[src/rtl/pwm_timer.sv]
// pwm_timer: prescaled auto-reload up-counter with NCH compare/PWM channels.
// Prescaler, reload and compare values are held in shadow registers that only
// reload while idle or at a period wrap, so mid-period writes never tear a period.
module pwm_timer #(
    parameter int unsigned PSC_W = 5,
    parameter int unsigned CNT_W = 8,
    parameter int unsigned NCH   = 2
) (
    input  logic                 i_clk,
    input  logic                 i_reset,
    input  logic                 i_en,
    input  logic                 i_mode,
    input  logic [PSC_W-1:0]     i_psc,
    input  logic [CNT_W-1:0]     i_arr,
    input  logic [NCH*CNT_W-1:0] i_ccr,
    output logic [CNT_W-1:0]     o_cnt,
    output logic                 o_tick,
    output logic                 o_done,
    output logic [NCH-1:0]       o_pwm
);

    logic [PSC_W-1:0]     r_pc;
    logic [CNT_W-1:0]     r_cnt;
    logic [PSC_W-1:0]     r_psc_s;
    logic [CNT_W-1:0]     r_arr_s;
    logic [NCH*CNT_W-1:0] r_ccr_s;
    logic                 r_tick;
    logic                 r_done;

    logic [PSC_W-1:0]     w_pc_nxt;
    logic [CNT_W-1:0]     w_cnt_nxt;
    logic                 w_tick_nxt;
    logic                 w_done_nxt;
    logic                 w_load;

    // Next-state: idle clears and tracks inputs, done parks at zero, run counts.
    always_comb begin
        w_pc_nxt   = r_pc;
        w_cnt_nxt  = r_cnt;
        w_tick_nxt = 1'b0;
        w_done_nxt = r_done;
        w_load     = 1'b0;
        if (!i_en) begin
            w_pc_nxt   = '0;
            w_cnt_nxt  = '0;
            w_done_nxt = 1'b0;
            w_load     = 1'b1;
        end else if (r_done) begin
            w_pc_nxt  = '0;
            w_cnt_nxt = '0;
        end else if (r_pc != r_psc_s) begin
            w_pc_nxt = r_pc + 1'b1;
        end else begin
            w_pc_nxt = '0;
            if (r_cnt != r_arr_s) begin
                w_cnt_nxt = r_cnt + 1'b1;
            end else begin
                // Period wrap: pulse tick, pick up new settings, maybe stop.
                w_cnt_nxt  = '0;
                w_tick_nxt = 1'b1;
                w_load     = 1'b1;
                if (i_mode) begin
                    w_done_nxt = 1'b1;
                end
            end
        end
    end

    // State and shadow registers with synchronous active-low reset.
    always_ff @(posedge i_clk) begin
        if (!i_reset) begin
            r_pc    <= '0;
            r_cnt   <= '0;
            r_psc_s <= '0;
            r_arr_s <= '0;
            r_ccr_s <= '0;
            r_tick  <= 1'b0;
            r_done  <= 1'b0;
        end else begin
            r_pc   <= w_pc_nxt;
            r_cnt  <= w_cnt_nxt;
            r_tick <= w_tick_nxt;
            r_done <= w_done_nxt;
            if (w_load) begin
                r_psc_s <= i_psc;
                r_arr_s <= i_arr;
                r_ccr_s <= i_ccr;
            end
        end
    end

    // PWM levels: high while counter is below the channel's shadowed compare.
    always_comb begin
        o_pwm = '0;
        for (int i = 0; i < int'(NCH); i++) begin
            o_pwm[i] = i_en & ~r_done & (r_cnt < r_ccr_s[i*CNT_W +: CNT_W]);
        end
    end

    assign o_cnt  = r_cnt;
    assign o_tick = r_tick;
    assign o_done = r_done;

endmodule

[config.mk]
export PLATFORM = sky130hd
export DESIGN_NAME = pwm_timer
export DESIGN_NICKNAME = d
export VERILOG_FILES = /design/src/rtl/pwm_timer.sv
export SDC_FILE = /design/constraint.sdc
export NUM_CORES = 1
export LEC_CHECK = 0
export ABC_AREA = 1
export CAP_MARGIN = 20
export CORE_ASPECT_RATIO = 1.5
export CORE_MARGIN = 3
export CORE_UTILIZATION = 55
export CTS_CLUSTER_DIAMETER = 80
export CTS_CLUSTER_SIZE = 30
export DETAILED_ROUTE_END_ITERATION = 16
export GPL_TIMING_DRIVEN = 1
export HOLD_SLACK_MARGIN = 0.05
export PLACE_DENSITY = 0.83
export SLEW_MARGIN = 0
export SYNTH_ARGS = -nofsm -noshare
export SYNTH_HDL_FRONTEND = slang
export SYNTH_SLANG_ARGS = --single-unit
[constraint.sdc]
create_clock -name i_clk -period 4.55 [get_ports i_clk]
set_input_delay 0.6825 -clock i_clk [delete_from_list [all_inputs] [get_ports i_clk]]
set_output_delay 0.6825 -clock i_clk [all_outputs]
set_load 0.01 [all_outputs]
* After elaboration in Yosys (flattened, before gate mapping) *
Index checks and enable logic that the tools add are counted.
W data, S select, Z words.

word-level totals
  flip-flop bits (word level) = 44
  latch bits = 0
  bits in writable memories = 0
  ROM bits = 0
  input port bits = 33
  output and inout port bits = 12
  memories kept = 0

operators by class
  add/subtract/negate cells = 2
  $mul = 0
  div/mod/pow operators = 0
  order comparisons = 2
  equality and inequality tests = 2
  shifts and indexed selects = 0
  multiplexer cells = 9
  bitwise gates (word level) = 7
  reduce and logical (&&, ||, !) cells = 3

operators with widths
  cell                   number
  $lt A8 B8 Y1           2
  $add A8 B1 Y8 const B  1
  $mux W1                8
  $mux W8                1
  $ne A8 B8 Y1           1
  $add A5 B1 Y5 const B  1
  $ne A5 B5 Y1           1
  $not A1 Y1             4
  $reduce_or A4 Y1       1
  $and A1 B1 Y1          3
  $reduce_or A3 Y1       1
  $reduce_and A2 Y1      1

* Logic depth before layout (Yosys ltp) *
Gate-level depths: netlist of run 1.

  depth after elaboration = 5
  mapped depth = 11

* Least setup slack after synthesis of run 1 *
Ideal clock, no wire load.

  kind = input-to-output
  start point = input port i_en
  end point = output port o_pwm[1]
  data arrival time = 1.539 ns
  data required time = 3.868 ns
  setup slack = 2.329 ns
  cell stages on the path = 6
  path buffers = 2
  cell sequence = clkbuf_1 -> buf_2 -> inv_1 -> nor2_1 -> inv_1 -> nor3b_1

on the way
  word-level cells in the longest chain between the ends = 2

RTL lines
  item                        line  source
  start, declared             11    input logic i_en,
  $and A1 B1 Y1 (2 in a row)  96    o_pwm[i] = i_en & ~r_done & (r_cnt < r_ccr_s[i*CNT_W +: CNT_W]);
  end, declared               19    output logic [NCH-1:0] o_pwm

Every way passes these cells.

* Worst setup path after layout of run 1 *
  start point = register r_cnt[5], in the netlist o_cnt[5]
  end point = output port o_pwm[0]

on the way
  word-level cells in the longest chain between the ends = 2

RTL lines
  item                    line  source
  start, declared         23    logic [CNT_W-1:0] r_cnt;
  start signal, assigned  81    r_cnt <= w_cnt_nxt;
  $lt A8 B8 Y1            96
  $and A1 B1 Y1           96

Every way passes these cells.

==> results of run 1 <==
-- worst max path at each step --
| stage | start | to | slack, ps | cells after the start |
|---|---|---|---|---|
| after floorplan | i_en | o_pwm[1] | 2330 | 6 |
| after global placement | r_pc[0]$_SDFF_PP0_ | r_ccr_s[1]$_SDFFE_PN0P_ | 1880 | 7 |
| after detailed placement | r_pc[0]$_SDFF_PP0_ | r_ccr_s[1]$_SDFFE_PN0P_ | 1850 | 7 |
| after CTS | o_cnt[5]$_SDFFE_PP0N_ | o_pwm[0] | 1650 | 6 |
| after global routing | o_cnt[5]$_SDFFE_PP0N_ | o_pwm[0] | 1470 | 6 |
| final | o_cnt[5]$_SDFFE_PP0N_ | o_pwm[0] | 1680 | 6 |
-- area by class of cell --
| cell class | count | area, um^2 | area share, % |
|---|---|---|---|
| Sequential cell | 44 | 880.8 | 29.03 |
| Timing Repair Buffer | 47 | 457.9 | 15.09 |
| Clock buffer | 5 | 68.82 | 2.268 |
| Inverter | 51 | 191.4 | 6.309 |
| Tap cell | 46 | 57.56 | 1.897 |
| Multi-Input combinational cell | 260 | 1378 | 45.40 |
-- cells by family after synthesis --
kind of cell               count (synthesis)  share of synthesized area [%]
xor gates and xnor gates                   7                          2.413
AOI/OAI and AO/OA                         48                          12.51
and+or+nand+nor                          189                          31.41
buffers and inverters                     68                          11.13
adders and majority gates                 16                          7.878
DFF                                       44                          34.66
-- layer usage --
layer | up-vias | routed length [um] | track usage (%)
li1 | 1244 | - | -
met1 | 1061 | 2325 | 27.05
met2 | 51 | 2775 | 35.94
met3 | 9 | 220 | 4.191
met4 | 0 | 81 | 7.529
met5 | - | 0 | 0
-- through the flow --
stage | util (%) | worst slack, ps | instances | area (um^2) | hold slack, ps
5_1_grt | 69.68 | 1473 | 453 | 3034 | 509.6
6_report | 69.68 | 1680 | 453 | 3034 | 489.6
2_1_floorplan | - | 2329 | 372 | 2541 | 441.1
3_5_place_dp | 68.10 | 1845 | 448 | 2965 | 473.0
4_1_cts | 69.68 | 1651 | 453 | 3034 | 490.0
3_3_place_gp | 68.10 | 1881 | 448 | 2965 | 450.5
-- critical path, cell delays in order, from the launching register on --
cell and delay, ps:
dfxtp_1 510, ha_1 300, a21oi_1 140, nand3b_1 130
nand2_1 50, nor3_1 190, clkdlybuf4s50_1 570
-- where the power goes --
part | switching [uW] | internal (uW) | leakage (uW) | total, uW
clock | 124 | 99.1 | 0.0000359 | 223
sequential | 11.9 | 408 | 0.000363 | 420
combinational | 93.0 | 76.2 | 0.000934 | 169
-- flip-flops by register name, summed over array words and instances (netlist names) --
name and count:
o_cnt 8, r_pc 5, r_psc_s 5, o_done 1
r_ccr_s 16, o_tick 1, r_arr_s 8
-- layout by cell type (no fill, tap or decap), drive strengths merged --
master          n
nor3            8
nand3b          1
clkinv          1
o21ai           3
nor2           50
inv            50
clkbuf          5
xnor2           4
o21a            1
nand4           2
buf             4
xor2            3
a21oi          44
ha             16
nor3b           2
nand3          40
clkdlybuf4s50  43
nand2          86
dfxtp          44
==> results.py, run 1 <==
metrics = {
    "run_status": {
        "outcome": "complete, no violations",
    },
    "timing": {
        "timing.slew.headroom_pct": 49.74,
        "post-route-period-util_pct": 63.07,
        "hold_viol": 0,
        "clock_skew_ps": 6.488,
        "rsz0062_at_grt": "no",
        "max_clock_freq_mhz": 348.5,
        "slew_viol_final": 0,
        "fin_crit_ps": 2870,
        "setup_violations": 0,
        "worst_pin_slew_ps": 751.1,
        "tns_ps": 0,
    },
    "clocking": {
        "postCtsSetupBuffers": 0,
        "cts_tree": "yes",
        "cts.repair.resized": 0,
        "cts_sinks": 44,
        "clkTransAtPathRegs_ps": 80,
        "clk_latency_ps": 300,
        "clk_path_buf_depth": 2,
        "cts_root_buffer": "clkbuf_8",
        "post_cts_hold_buffer_count": 0,
        "cts_buffers": 5,
        "htreeDepth": 2,
    },
    "logic_synthesis": {
        "synth_nets": 421,
        "ys_warn_count": 0,
        "synthTopCellsByArea": "dfxtp_1, nand2_1, ha_1",
        "ys_top_cells_by_count": "nand2_1, nor2_1, inv_1",
        "synth_largest_area_cell": "dfxtp_1",
        "synth_edf_count": 0,
        "ys_types": 24,
        "syn_area_mm2": 0.002541,
        "yosysMostFrequentCell": "nand2_1",
        "ys_ff_latch": 44,
        "async_reset_ff_share_pct": 0,
        "ys.flop_type": "dfxtp_1",
        "yosysTopAreaCellShare_pct": 34.66,
        "synthCells": 372,
        "syn_avg_cell_area_um2": 6.831,
        "synth-seq-area-share_pct": 34.66,
    },
    "placement": {
        "gp_congestion": 0.8743,
        "dp_hpwl_mm": 3.917,
        "placement.io_buffers": 44,
    },
    "min_path": {
        "min-delay-path-class": "reg -> reg",
        "whs_endpoint": "r_pc[0]$_SDFF_PP0_",
        "min-delay-start": "r_pc[0]$_SDFF_PP0_",
        "min_path_cells": 1,
    },
    "floorplanning": {
        "die_width_um": 61.50,
        "initial_core_util_pct": 58.36,
        "die_area_mm2": 0.005489,
        "design.core.area_mm2": 0.004354,
        "ios": 45,
        "rows": 29,
        "die_h_um": 89.25,
    },
    "critical_path": {
        "regToRegEndpoint": "r_ccr_s[1]$_SDFFE_PN0P_",
        "r2r-start": "r_pc[0]$_SDFF_PP0_",
        "regToRegSetupSlack_ps": 1810,
        "end_kind": "output port",
        "worst-r2r-cell-count": 7,
        "crit_fanout": 8,
        "path_class": "reg -> out",
        "cp.arrival_ps": 2190,
        "startpoint_type": "flop",
        "cp_data_required_time_ps": 3870,
    },
    "power_and_ir_drop": {
        "p_total_uw": 811.7,
        "worst_ir_drop_vdd_uv": 227.7,
        "power_leakage_uw": 0.001333,
        "p_per_area_mw_per_mm2": 267.5,
    },
    "grt": {
        "grt_antenna_before_repair": 0,
        "grt_pass1_wl_mm": 9.114,
        "grt_max_degree": 60,
        "grt_overflow_total": 0,
        "first_global_vias": 2127,
        "grt_usage_pct": 21.52,
    },
    "route": {
        "drc": 0,
        "vias": 2365,
        "drt-total-wl_mm": 5.403,
        "ant_nets": 0,
        "wl_per_cell_um": 11.93,
        "detail_route.iter0.violations": 138,
        "dr.pass1.iters": 4,
        "vias_per_cell": 5.221,
    },
    "final_layout": {
        "num_antenna_cells": 0,
        "drive_above_1_share_pct": 8.108,
        "final_nets": 458,
        "syn2layout_area_growth_pct": 19.40,
        "fillers": 407,
    },
    "run": {
        "maxCapViolations": 0,
    },
}
Power figures use the tool's default switching activity.
==> run 2, diff against run 1 <==
- CORE_UTILIZATION: 55 -> 48
- PLACE_DENSITY: 0.83 -> 0.77
- clock period: 4.55 -> 2.55 ns (I/O delays scaled with it)
==> run 2 against run 1 <==
  * Utilization is 6.5 points lower
  * Critical path type unchanged
  * Via count is 0.47% higher
  * Die area is 13% higher
==> results.py, run 2 (synthesis results as in run 1) <==
metrics = {
    "final_layout": {
        "top_register": "r_ccr_s",
        "syn2layout_area_growth_pct": 23.44,
        "regArea_um2": 888.4,
        "layout_commonest_cell": "nand2_1",
        "final_cells": 480,
        "final_cell_mix": "nand2_1, nor2_1, inv_1",
        "final_nets": 463,
        "drive_above_1_share_pct": 10.63,
        "fillers": 490,
        "num_antenna_cells": 0,
        "largest_reg_flops": 16,
        "multi_input_area_mm2": 0.001378,
    },
    "timing": {
        "rsz0062_at_grt": "no",
        "clock_skew_ps": 6.791,
        "timing.final.ws_setup_ps": 464.6,
        "max_clock_freq_mhz": 479.5,
        "hold_viol": 0,
        "setup_violations": 0,
        "slew_viol_final": 0,
        "fin_crit_ps": 2085,
        "tns_ps": 0,
        "post-route-period-util_pct": 81.78,
        "worst_pin_slew_ps": 708.3,
        "timing.slew.headroom_pct": 52.78,
    },
    "route": {
        "dr.pass1.iters": 4,
        "drt-total-wl_mm": 5.846,
        "wl_per_cell_um": 12.18,
        "ant_nets": 0,
        "vias": 2376,
        "detail_route.iter0.violations": 123,
        "drc": 0,
        "vias_per_cell": 4.950,
    },
    "critical_path": {
        "startpoint_type": "flop",
        "path_class": "reg -> out",
        "cp_data_required_time_ps": 2170,
        "end_kind": "output port",
        "cp.arrival_ps": 1700,
        "crit_fanout": 8,
    },
    "clocking": {
        "cts_buffers": 5,
        "clkTransAtPathRegs_ps": 80,
        "cts_sinks": 44,
        "postCtsSetupBuffers": 0,
        "post_cts_hold_buffer_count": 0,
        "htreeDepth": 2,
        "cts_root_buffer": "clkbuf_8",
        "cts_tree": "yes",
        "clk_latency_ps": 290,
        "clk_path_buf_depth": 2,
    },
    "power_and_ir_drop": {
        "p_per_area_mw_per_mm2": 487.8,
        "worst_ir_drop_vdd_uv": 385.4,
        "p_total_uw": 1530,
        "power_leakage_uw": 0.001396,
    },
    "floorplanning": {
        "design.core.area_mm2": 0.004965,
        "initial_core_util_pct": 51.18,
        "die_width_um": 65.41,
        "ios": 45,
        "die_area_mm2": 0.006221,
        "die_h_um": 95.11,
        "rows": 31,
    },
    "grt": {
        "grt_pass1_wl_mm": 9.839,
        "grt_overflow_total": 0,
        "grt_max_degree": 60,
        "first_global_vias": 2263,
        "grt_antenna_before_repair": 0,
        "grt_usage_pct": 20.30,
    },
    "placement": {
        "gp_congestion": 0.9030,
        "dp_hpwl_mm": 4.334,
        "placement.io_buffers": 44,
        "dp_cells": 473,
        "preCtsSetupSlack_ps": 287.7,
    },
    "run_status": {
        "outcome": "complete, no violations",
    },
    "min_path": {
        "min-delay-path-class": "reg -> reg",
    },
    "run": {
        "maxCapViolations": 0,
    },
}
-- run 2: path summary, 6_finish.rpt --
path,from,endpoint,slack [ps],depth (start not counted)
worst max-delay path,o_cnt[5]$_SDFFE_PP0N_,o_pwm[1],460,5
worst min-delay path,r_pc[0]$_SDFF_PP0_,r_pc[0]$_SDFF_PP0_,490,1
worst max register to register,o_cnt[4]$_SDFFE_PP0N_,r_ccr_s[14]$_SDFFE_PN0P_,700,11
worst min register to register,r_pc[0]$_SDFF_PP0_,r_pc[0]$_SDFF_PP0_,490,1
-- run 2: metal layers --
layer  track usage, %  part of all wire, %  up-vias
met5                0                    0        -
met4            9.170                  2.0        0
met3            3.538                  3.2        8
met2            36.09                   53       38
met1            23.38                   42     1074
li1                 -                    -     1256
-- run 2: worst max-delay path, stage by stage, from the launching register on --
cell	delay (ps)
dfxtp_4	380
ha_1	320
a21oi_1	150
o21a_1	120
nor3b_1	240
dlymetal6s2s_1	200
-- run 2: area by class of cell --
class	instances	area share [%]
Inverter	51	6.103
Timing Repair Buffer	52	15.96
Sequential cell	44	28.32
Clock buffer	7	3.071
Tap cell	66	2.633
Multi-Input combinational cell	260	43.92
-- run 2: repair_timing --
item                                    in CTS  in global routing
gates resized for setup                      3                  4
endpoints found under the setup margin       2                  2
pin swaps                                    0                  0
hold endpoints to repair                     0                  0
-- run 2: metrics by stage --
stage	instance area [um^2]	util [%]	hold WS (ps)
2_1_floorplan	2541	-	441.1
3_5_place_dp	3028	60.99	476.5
4_1_cts	3128	63.00	492.4
6_report	3137	63.18	486.6
3_3_place_gp	3028	60.99	450.2
5_1_grt	3137	63.18	524.5
-- run 2: power by group --
part	total, uW	switching, uW	internal, uW
logic	315	174	140
registers	745	18.8	727
clock network	470	229	241
==> run 3, diff against run 2 <==
- CORE_UTILIZATION: 48 -> 53
- PLACE_DENSITY: 0.77 -> 0.8
- clock period: 2.55 -> 2.05 ns (I/O delays scaled with it)
==> run 3 against run 2 <==
  * Global-route usage shrank 0.96 points
  * Clock skew shrank 0.61 ps
  * Total power grew 21%
  * Non-clock buffer count grew 6
  * Setup slack lost 310 ps
  * Register-to-register slack lost 460 ps
  * Sequential share of layout area shrank 0.41 points
  * Worst hold slack lost 4.0 ps
  * Via count shrank 0.93%
==> results.py, run 3 (synthesis results as in run 1) <==
metrics = {
    "timing": {
        "fin_crit_ps": 1893,
        "tns_ps": 0,
        "setup_violations": 0,
        "hold_viol": 0,
        "post-route-period-util_pct": 92.34,
        "max_clock_freq_mhz": 528.3,
        "slew_viol_final": 0,
        "rsz0062_at_grt": "no",
        "worst_pin_slew_ps": 452.8,
        "timing.slew.headroom_pct": 69.58,
        "clock_skew_ps": 6.184,
    },
    "final_layout": {
        "drive_above_1_share_pct": 11.64,
        "utilization_pct": 68.91,
        "num_antenna_cells": 0,
        "final_cell_mix": "nand2_1, nor2_1, inv_1",
        "largest_reg_flops": 16,
        "final_nets": 469,
        "fillers": 419,
        "top_register": "r_ccr_s",
        "layout_commonest_cell": "nand2_1",
        "syn2layout_area_growth_pct": 24.18,
        "final_cells": 485,
    },
    "critical_path": {
        "path_class": "reg -> out",
        "r2r-start": "o_cnt[6]$_SDFFE_PP0N_",
        "worst-r2r-cell-count": 11,
        "cp.arrival_ps": 1590,
        "cp_data_required_time_ps": 1740,
        "regToRegSetupSlack_ps": 240,
        "startpoint_type": "flop",
        "regToRegEndpoint": "r_ccr_s[15]$_SDFFE_PN0P_",
        "end_kind": "output port",
        "crit_fanout": 3,
    },
    "placement": {
        "dp_cells": 477,
        "dp_hpwl_mm": 4.014,
        "gp_congestion": 0.8858,
        "placement.io_buffers": 44,
    },
    "floorplanning": {
        "die_area_mm2": 0.005678,
        "die_width_um": 62.54,
        "design.core.area_mm2": 0.004579,
        "initial_core_util_pct": 55.49,
        "rows": 30,
        "die_h_um": 90.81,
        "ios": 45,
    },
    "clocking": {
        "clk_latency_ps": 290,
        "clk_path_buf_depth": 2,
        "post_cts_hold_buffer_count": 0,
        "cts_buffers": 5,
        "clkTransAtPathRegs_ps": 80,
        "cts_tree": "yes",
        "htreeDepth": 2,
        "cts_sinks": 44,
        "cts_root_buffer": "clkbuf_8",
    },
    "power_and_ir_drop": {
        "worst_ir_drop_vdd_uv": 436.9,
        "p_total_uw": 1849,
        "p_per_area_mw_per_mm2": 586.1,
        "power_leakage_uw": 0.001401,
    },
    "run": {
        "maxCapViolations": 0,
    },
    "grt": {
        "top_usage_layer": "met2",
        "use_met3_pct": 2.740,
        "grt_usage_pct": 19.34,
        "use_met2_pct": 35.44,
        "grt_antenna_before_repair": 0,
        "met1_usage_pct": 22.58,
        "grt_pass1_wl_mm": 9.156,
        "grt_max_degree": 34,
        "first_global_vias": 2204,
        "grt_overflow_total": 0,
    },
    "min_path": {
        "min_path_cells": 1,
        "whs_endpoint": "r_pc[0]$_SDFF_PP0_",
        "min-delay-start": "r_pc[0]$_SDFF_PP0_",
        "min-delay-path-class": "reg -> reg",
    },
    "route": {
        "drt-total-wl_mm": 5.375,
        "ant_nets": 0,
        "vias": 2354,
        "drc": 0,
        "detail_route.iter0.violations": 209,
        "vias_per_cell": 4.854,
        "dr.pass1.iters": 4,
        "wl_per_cell_um": 11.08,
    },
    "run_status": {
        "outcome": "complete, no violations",
    },
}
==> run 3: worst max path at each step <==
stage                          start                 endpoint  slack [ps]  cells after the start
2_1_floorplan  o_cnt[5]$_SDFFE_PP0N_                 o_pwm[0]         420                      5
3_3_place_gp   o_cnt[7]$_SDFFE_PP0N_                 o_pwm[1]          40                      5
3_5_place_dp   o_cnt[5]$_SDFFE_PP0N_                 o_pwm[0]          20                      6
4_1_cts        o_cnt[5]$_SDFFE_PP0N_                 o_pwm[0]          40                      6
5_1_grt        o_cnt[2]$_SDFFE_PP0N_  r_ccr_s[1]$_SDFFE_PN0P_          40                     12
6_report       o_cnt[5]$_SDFFE_PP0N_                 o_pwm[1]         160                      5
==> run 3: final cells by class <==
type                       count  area, um^2  share of cell area [%]
clock buffer                   7       76.32                   2.419
clock inverter                 1       8.758                  0.2776
inverter                      51       191.4                   6.067
multi-input combinational    260        1388                   43.97
sequential                    44       880.8                   27.91
tap                           64       80.08                   2.538
timing repair buffer          58       530.5                   16.81
==> run 3: power by group <==
part           total, uW  switching (uW)  leakage, uW  internal, uW
Sequential           926            21.6     0.000363           905
Clock                537             293    0.0000424           244
Combinational        386             211     0.000996           175
Total               1850             526      0.00140          1320
==> run 3: stage by stage <==
step | worst slack [ps] | hold slack [ps] | instance area [um^2]
final | 157.0 | 482.7 | 3156
after global routing | 35.90 | 532.7 | 3156
after CTS | 42.41 | 483.4 | 3167
after detailed placement | 17.18 | 464.3 | 3070
after global placement | 35.08 | 452.1 | 3070
after floorplan | 415.7 | 431.3 | 2541
==> run 3: worst max-delay path: stages (launching register included) <==
cell	delay, ps
dfxtp_1	340
ha_1	320
a21oi_1	160
o21a_1	120
nor3b_2	190
clkbuf_2	170
==> run 3: what timing repair did <==
action / CTS / global route
setup endpoints to repair: 2 / 2
gates cloned: 0 / 0
pin swaps: 0 / 0
resized for setup: 7 / 2
endpoints found under the hold margin: 0 / 0
buffers inserted: 0 / 0
==> run 3: metal layers <==
layer,vias up,routed length (um),share of wire [%]
li1,1265,-,-
met1,1034,2426,45
met5,-,0,0
met4,0,118,2.2
met2,45,2673,50
met3,10,156,2.9
